File: config.mk
export PLATFORM = sky130hd
export DESIGN_NAME = spi_target
export DESIGN_NICKNAME = d
export VERILOG_FILES = /design/src/rtl/spi_target.sv
export SDC_FILE = /design/constraint.sdc
export NUM_CORES = 1
export LEC_CHECK = 0
export ABC_AREA = 1
export BUFFER_PORTS_ARGS = -buffer_cell sky130_fd_sc_hd__buf_2
export CAP_MARGIN = 20
export CELL_PAD_IN_SITES_DETAIL_PLACEMENT = 0
export CELL_PAD_IN_SITES_GLOBAL_PLACEMENT = 1
export CORE_ASPECT_RATIO = 1.5
export CORE_MARGIN = 5
export CORE_UTILIZATION = 40
export CTS_CLUSTER_SIZE = 40
export DETAILED_ROUTE_END_ITERATION = 8
export GPL_ROUTABILITY_DRIVEN = 0
export GPL_TIMING_DRIVEN = 0
export MAX_ROUTING_LAYER = met4
export PLACE_DENSITY_LB_ADDON = 0.1
export SYNTH_ARGS = -nofsm -noshare
export SYNTH_HDL_FRONTEND = slang
export SYNTH_SLANG_ARGS = --single-unit
File: constraint.sdc
create_clock -name clk_sys_i -period 1.65 [get_ports clk_sys_i]
set_clock_uncertainty 0.2 [all_clocks]
set_input_delay 0.33 -clock clk_sys_i [delete_from_list [all_inputs] [get_ports clk_sys_i]]
set_output_delay 0.33 -clock clk_sys_i [all_outputs]
set_load 0.05 [all_outputs]
File: src/rtl/spi_target.sv
// SPI mode-0 target with synchronised pin inputs, 1-entry tx holding register and byte rx output.
// Define SPI_TARGET_RX_FIFO_EN to replace the rx pulse output with a 4-entry level-valid FIFO.
module spi_target #(
   parameter logic [7:0]  IdleByte   = 8'hFF,
   parameter int unsigned SyncStages = 2
) (
   input  logic       clk_sys_i,
   input  logic       rst_sys_ni,
   input  logic       spi_sclk_i,
   input  logic       spi_cs_ni,
   input  logic       spi_copi_i,
   output logic       spi_cipo_o,
   output logic       spi_cipo_en_o,
   input  logic [7:0] tx_data_i,
   input  logic       tx_valid_i,
   output logic       tx_ready_o,
   output logic [7:0] rx_data_o,
   output logic       rx_valid_o,
   input  logic       rx_ready_i,
   output logic       tx_underrun_o,
   output logic       rx_overflow_o,
   output logic       frame_end_o
);

   typedef enum logic {IDLE, SELECTED} state_e;
   state_e state, state_next;

   logic [SyncStages-1:0] sclk_sync, cs_sync, copi_sync;
   logic sclk_s, cs_s, copi_s, sclk_q, cs_q;
   logic sclk_rise, sclk_fall, cs_rise, cs_fall;
   logic start, stop, active, rise_act, fall_act;
   logic byte_done, load, shift, accept;
   logic [2:0] bit_cnt;
   logic       wrap_pend;
   logic [7:0] rx_shift, tx_shift, hold_data, rx_byte;
   logic       hold_full;

   always_ff @(posedge clk_sys_i) begin
      if (!rst_sys_ni) begin
         sclk_sync <= '0;
         cs_sync   <= '1;
         copi_sync <= '0;
         sclk_q    <= 1'b0;
         cs_q      <= 1'b1;
      end else begin
         sclk_sync <= {sclk_sync[SyncStages-2:0], spi_sclk_i};
         cs_sync   <= {cs_sync[SyncStages-2:0], spi_cs_ni};
         copi_sync <= {copi_sync[SyncStages-2:0], spi_copi_i};
         sclk_q    <= sclk_s;
         cs_q      <= cs_s;
      end
   end

   assign sclk_s    = sclk_sync[SyncStages-1];
   assign cs_s      = cs_sync[SyncStages-1];
   assign copi_s    = copi_sync[SyncStages-1];
   assign sclk_rise = sclk_s & ~sclk_q;
   assign sclk_fall = ~sclk_s & sclk_q;
   assign cs_rise   = cs_s & ~cs_q;
   assign cs_fall   = ~cs_s & cs_q;

   always_ff @(posedge clk_sys_i) begin
      if (!rst_sys_ni) state <= IDLE;
      else             state <= state_next;
   end

   always_comb begin
      state_next = state;
      start      = 1'b0;
      stop       = 1'b0;
      case (state)
         IDLE:     if (cs_fall) begin state_next = SELECTED; start = 1'b1; end
         SELECTED: if (cs_rise) begin state_next = IDLE;     stop  = 1'b1; end
         default:  state_next = IDLE;
      endcase
   end

   // CS rise takes priority over any SCLK edge seen in the same cycle
   assign active    = (state == SELECTED) && !cs_rise;
   assign rise_act  = active && sclk_rise;
   assign fall_act  = active && sclk_fall;
   assign byte_done = rise_act && (bit_cnt == 3'd7);
   assign load      = start || (fall_act && wrap_pend);
   assign shift     = fall_act && !wrap_pend;
   assign accept    = tx_valid_i && !hold_full;
   assign rx_byte   = {rx_shift[6:0], copi_s};

   always_ff @(posedge clk_sys_i) begin
      if (!rst_sys_ni) begin
         bit_cnt       <= '0;
         wrap_pend     <= 1'b0;
         rx_shift      <= '0;
         tx_shift      <= '0;
         hold_data     <= '0;
         hold_full     <= 1'b0;
         tx_underrun_o <= 1'b0;
         frame_end_o   <= 1'b0;
      end else begin
         tx_underrun_o <= load && !hold_full;
         frame_end_o   <= stop;
         if (stop) begin
            bit_cnt   <= '0;
            wrap_pend <= 1'b0;
            rx_shift  <= '0;
         end else if (rise_act) begin
            rx_shift <= rx_byte;
            bit_cnt  <= bit_cnt + 3'd1;
            if (bit_cnt == 3'd7) wrap_pend <= 1'b1;
         end
         // A byte accepted in a load cycle lands in the holding register for the next byte
         if (load) begin
            tx_shift  <= hold_full ? hold_data : IdleByte;
            wrap_pend <= 1'b0;
         end else if (shift) begin
            tx_shift <= {tx_shift[6:0], 1'b0};
         end
         if (accept) begin
            hold_data <= tx_data_i;
            hold_full <= 1'b1;
         end else if (load && hold_full) begin
            hold_full <= 1'b0;
         end
      end
   end

   assign spi_cipo_o    = tx_shift[7];
   assign spi_cipo_en_o = (state == SELECTED);
   assign tx_ready_o    = !hold_full;

`ifdef SPI_TARGET_RX_FIFO_EN
   logic [3:0][7:0] fifo_mem;
   logic [1:0]      wr_ptr, rd_ptr;
   logic [2:0]      count;
   logic            fifo_full, pop, do_push;

   assign fifo_full = (count == 3'd4);
   assign pop       = rx_ready_i && (count != 3'd0);
   assign do_push   = byte_done && (!fifo_full || pop);

   always_ff @(posedge clk_sys_i) begin
      if (!rst_sys_ni) begin
         fifo_mem      <= '0;
         wr_ptr        <= '0;
         rd_ptr        <= '0;
         count         <= '0;
         rx_overflow_o <= 1'b0;
      end else begin
         rx_overflow_o <= byte_done && fifo_full && !pop;
         if (do_push) begin
            fifo_mem[wr_ptr] <= rx_byte;
            wr_ptr           <= wr_ptr + 2'd1;
         end
         if (pop) rd_ptr <= rd_ptr + 2'd1;
         count <= count + {2'b00, do_push} - {2'b00, pop};
      end
   end

   assign rx_data_o  = fifo_mem[rd_ptr];
   assign rx_valid_o = (count != 3'd0);
`else
   logic unused_rx_ready;
   assign unused_rx_ready = rx_ready_i;

   always_ff @(posedge clk_sys_i) begin
      if (!rst_sys_ni) begin
         rx_data_o  <= '0;
         rx_valid_o <= 1'b0;
      end else begin
         rx_valid_o <= byte_done;
         if (byte_done) rx_data_o <= rx_byte;
      end
   end

   assign rx_overflow_o = 1'b0;
`endif

endmodule

# After elaboration in Yosys (flattened, before gate mapping)
# Index checks and enable logic that the tools add are counted.
# word_totals
reg_bits,48
output_inout_bits,15
inputBits,15
wordCells,57
# classes
eq_ne,1
reduce_logical,18
add_sub_neg,1
n_mux,11
n_bitwise,10
# op_table
op,n
8-bit 2-to-1 mux,3
1-bit logical AND,9
1-bit 2-to-1 mux,7
1-bit inverter,6
1-bit bitwise AND,4
2-bit nonzero test,2
"3-bit by 1-bit adder with 3-bit output, second input constant",1
"3-bit equality test, second input constant",1
1-bit logical NOT,3
3-bit OR reduction,1
1-bit case mux with 2 select lines,1
2-bit AND reduction,1
2-bit OR reduction,1
1-bit logical OR,1

# Longest topological paths before layout
# depth
word_depth,10
ltp_mapped,7
ltp_nobuf,7

# Worst setup path before layout
# No wires, ideal clock.
# synth_path
kind,reg-to-reg
startpoint,register hold_full
endpoint,register hold_data[0]
synth_period_minus_slack_ns,1.748
slack_ns,-0.098
n_path_buf,0
arrival_time_ns,1.432
stages_incl_launch_ff,6
setup_time_ns,0.116
required_ns,1.334
cell_sequence,dfxtp_1 > clkinv_1 > nand2_1 > inv_1 > nor2_1 > nor2_1
# synth_via
elab_chain_cells,2
# synth_rtl
element,line_no,rtl
start: declaration,36,logic hold_full;
start signal: assignment,95,hold_full <= 1'b0;
start signal: assignment,119,hold_full <= 1'b1;
start signal: assignment,121,hold_full <= 1'b0;
1-bit logical NOT,-,
net tx_ready_o,16,"output logic tx_ready_o,"
1-bit logical AND,85,assign accept = tx_valid_i && !hold_full;
end signal: assignment,118,hold_data <= tx_data_i;
end: declaration,35,"logic [7:0] rx_shift, tx_shift, hold_data, rx_byte;"
# The timed path passes the listed nets, and every way through them passes these cells.
# A chain may end at the register's enable or synchronous reset.

# Worst setup path in the final report
# layout_path
startpoint,register hold_full
endpoint,output port tx_ready_o
# layout_via
elab_chain_cells,1
# layout_rtl
element,line_no,rtl
1-bit logical NOT,128,assign tx_ready_o = !hold_full;
end: declaration,16,
# No other way between the ends.

==> flow_summary.toml <==
[synth]
synthSimpleGateAreaFrac_pct = 27.3
muxShareOfSynthArea_pct = 0
synth-compound-area-share_pct = 12.3
yosys_warnings = 0
ys_ff_latch = 48
synth_area_um2 = 1860
syn-mean-instance-area_um2 = 7.78
synth_cells = 239
synth.distinct_cells = 26
synth_nets = 256
synth_xor_area_share_pct = 0
synth_fa_ha_area_share_pct = 1.35
synth_top_family_by_area = "simple AND/OR/NAND/NOR gates"
ys_seq_area_share_pct = 51.7

[global_route]
grt.total_usage_pct = 14.7
grt_max_degree = 16
grt_pass1_wl_um = 6640
grt_pass1_vias = 1495
grt-ovfl-total = 0
antenna_found_initial = 0

[worst_setup_path]
cp-endpoint = "tx_ready_o"
cp.depth = 2
reg2reg_depth = 6
worstReg2RegStart = "cs_q$_SDFF_PN1_"
critical_path_class = "register to primary output"
critPathArrivalTime_ns = 1.05
critPathMaxStageDelay_ns = 0.37
ff2ff_setup_slack_ns = 0.11
reg2reg_to = "rx_shift[1]$_SDFFE_PP0P_"
cp_max_fo = 10
critical_path_required_ns = 1.12
cpLargestDelayFamily = "buffers and inverters"
crit_path_end_kind = "primary output"
slowest_stage = "dfxtp_1"
crit_path_start_kind = "register"
path_buf_inv = 2
cp-startpoint = "hold_full$_SDFFE_PN0P_"
worstPathCellList = "clkinv_2 -> buf_2"

[floorplanning]
start_util_pct = 41.3
fp.dieW_um = 65.7
die_area_um2 = 6140
io-pin-count = 30
num_rows = 30
coreArea_um2 = 4500
fp.dieH_um = 93.5

[clock_tree]
cts-root-buf = "clkbuf_8"
clock-sinks = 48
path_clk_slew_ns = 0.08
clk_latency_ns = 0.30
cts_setup_buffers = 0
clk_path_buf_depth = 2
cts_buffers = 5
htreeDepth = 2
cts_tree = "done"

[placed_design]
port_buffers = 26
hpwlAfterDp_um = 2930
detailedPlace.worstSlack_ns = 0.0621

[drt]
vias_per_cell = 4.84
first_pass_iters = 4
drc = 0
ant_nets = 0
vias = 1563
wire_per_inst_um = 12.4
drt_iter0_markers = 79
wirelength_um = 3990

[timing]
final.period_utilization_pct = 95.7
layout_setup_ws_ns = 0.0717
grt_setup_unrepaired = "true"
max_freq_mhz = 634
finalSetupViolCount = 0
final_hold_viol_count = 0
min_period_ns = 1.58
slew_viol_final = 0
whs_ns = 0.0150

[outcome]
status = "complete, no violations"

[finish]
n_antenna_cell = 0
drive_gt1_share_pct = 18.5
final_common_cell = "nor2_1"
area_delta_synth_final_pct = 18.1
final_cell_mix = "nor2_1, dfxtp_1, nand2_1"
fin_nets = 291

[pwr]
power_frac_seq_pct = 53.3
ir_drop_v = 0.000647
intPower_uw = 1760
p_leak_uw = 0.00101
finalPower_uw = 2290
p_per_area_nw_per_um2 = 1040
clockPowerShare_pct = 38.3
p_sw_share_pct = 23.1
comb_power_share_pct = 8.3
p_sw_uw = 530

[min_path]
holdCritStartpoint = "spi_copi_i"
hp-class = "input port to register"

[run]
drv_cap = 0
==> cell usage after synthesis <==
master | count | area share [%]
conb_1 | 1 | 0.20
nand3_1 | 7 | 1.9
o21ai_0 | 23 | 6.2
buf_4 | 2 | 0.81
nor2_1 | 52 | 10
a21oi_1 | 15 | 4.0
clkbuf_1 | 2 | 0.40
o21ai_1 | 6 | 1.6
nand2_2 | 1 | 0.34
nand3b_1 | 7 | 2.8
dfxtp_1 | 48 | 52
clkinv_1 | 2 | 0.40
inv_1 | 20 | 4.0
nand4_4 | 1 | 1.1
inv_2 | 1 | 0.20
buf_6 | 1 | 0.61
nor2_4 | 2 | 1.2
or2_2 | 3 | 1.0
buf_2 | 1 | 0.27
nand3_2 | 1 | 0.54
o21ai_2 | 1 | 0.47
nor3_1 | 1 | 0.27
nand2_1 | 36 | 7.3
nand4_1 | 1 | 0.34
ha_1 | 2 | 1.3
buf_1 | 2 | 0.40
==> registers in the layout (all words and copies together), names as in the netlist, 2 cells and up <==
name	count
bit_cnt	3
copi_sync	2
cs_sync	2
hold_data	8
rx_data_o	8
rx_shift	7
sclk_sync	2
tx_shift	8
==> per-stage QoR <==
step / util [%] / std cells / instance area, µm² / TNS [ns]
after CTS: 48.7 / 323 / 2190 / 0
final: 48.8 / 323 / 2200 / 0
after global routing: 48.8 / 323 / 2200 / -0.0110
after detailed placement: 45.6 / 313 / 2050 / 0
after global placement: 45.6 / 313 / 2050 / 0
after floorplan: - / 239 / 1860 / 0
==> tightest hold or removal path: stages <==
cell and delay (ns):
buf_2 0.07, nand2_1 0.04, inv_1 0.04
==> kinds of logic after synthesis <==
family / count (synthesis)
and+or+nand+nor: 112
other: 1
adders and majority gates: 2
buffers and inverters: 31
AOI/OAI and AO/OA: 45
DFF: 48
==> metal layers <==
metal / track usage, % / part of all wire, % / vias to the layer above
met5: - / 0 / -
met4: 6.23 / 1.2 / 0
met3: 4.09 / 2.8 / 4
met2: 26.3 / 54 / 19
met1: 14.6 / 42 / 713
li1: - / - / 827
==> area by class of cell <==
cell class / count / area [µm²]
Multi-Input combinational cell: 160 / 768
Fill cell: 509 / 2310
Clock inverter: 2 / 38.8
Timing Repair Buffer: 28 / 150
Inverter: 23 / 87.6
Clock buffer: 6 / 82.6
Sequential cell: 48 / 962
Tap cell: 48 / 60.1
Buffer: 8 / 46.3
==> timing repair <==
action | in CTS | in global routing
hold buffers | 2 | 0
hold endpoints to repair | 2 | 0
gates resized for setup | 0 | 1
endpoints found under the setup margin | 0 | 4
==> power groups by stage <==
stage	registers, µW	clock network [µW]	logic [µW]
floorplan	1260	0	128
global placement	1250	0	188
detailed placement	1250	0	190
CTS	1220	911	194
global route	1230	965	221
finish	1220	879	191
==> how the worst min path moves through the flow <==
stage | to | slack, ns | depth (start not counted)
floorplan | copi_sync[1]$_SDFF_PN0_ | 0.19 | 2
global placement | copi_sync[1]$_SDFF_PN0_ | 0.20 | 2
detailed placement | sclk_sync[1]$_SDFF_PN0_ | 0.20 | 2
CTS | copi_sync[0]$_SDFF_PN0_ | 0.006 | 3
global route | copi_sync[0]$_SDFF_PN0_ | 0.02 | 3
finish | copi_sync[0]$_SDFF_PN0_ | 0.02 | 3
(Power assumes the default switching activity.)
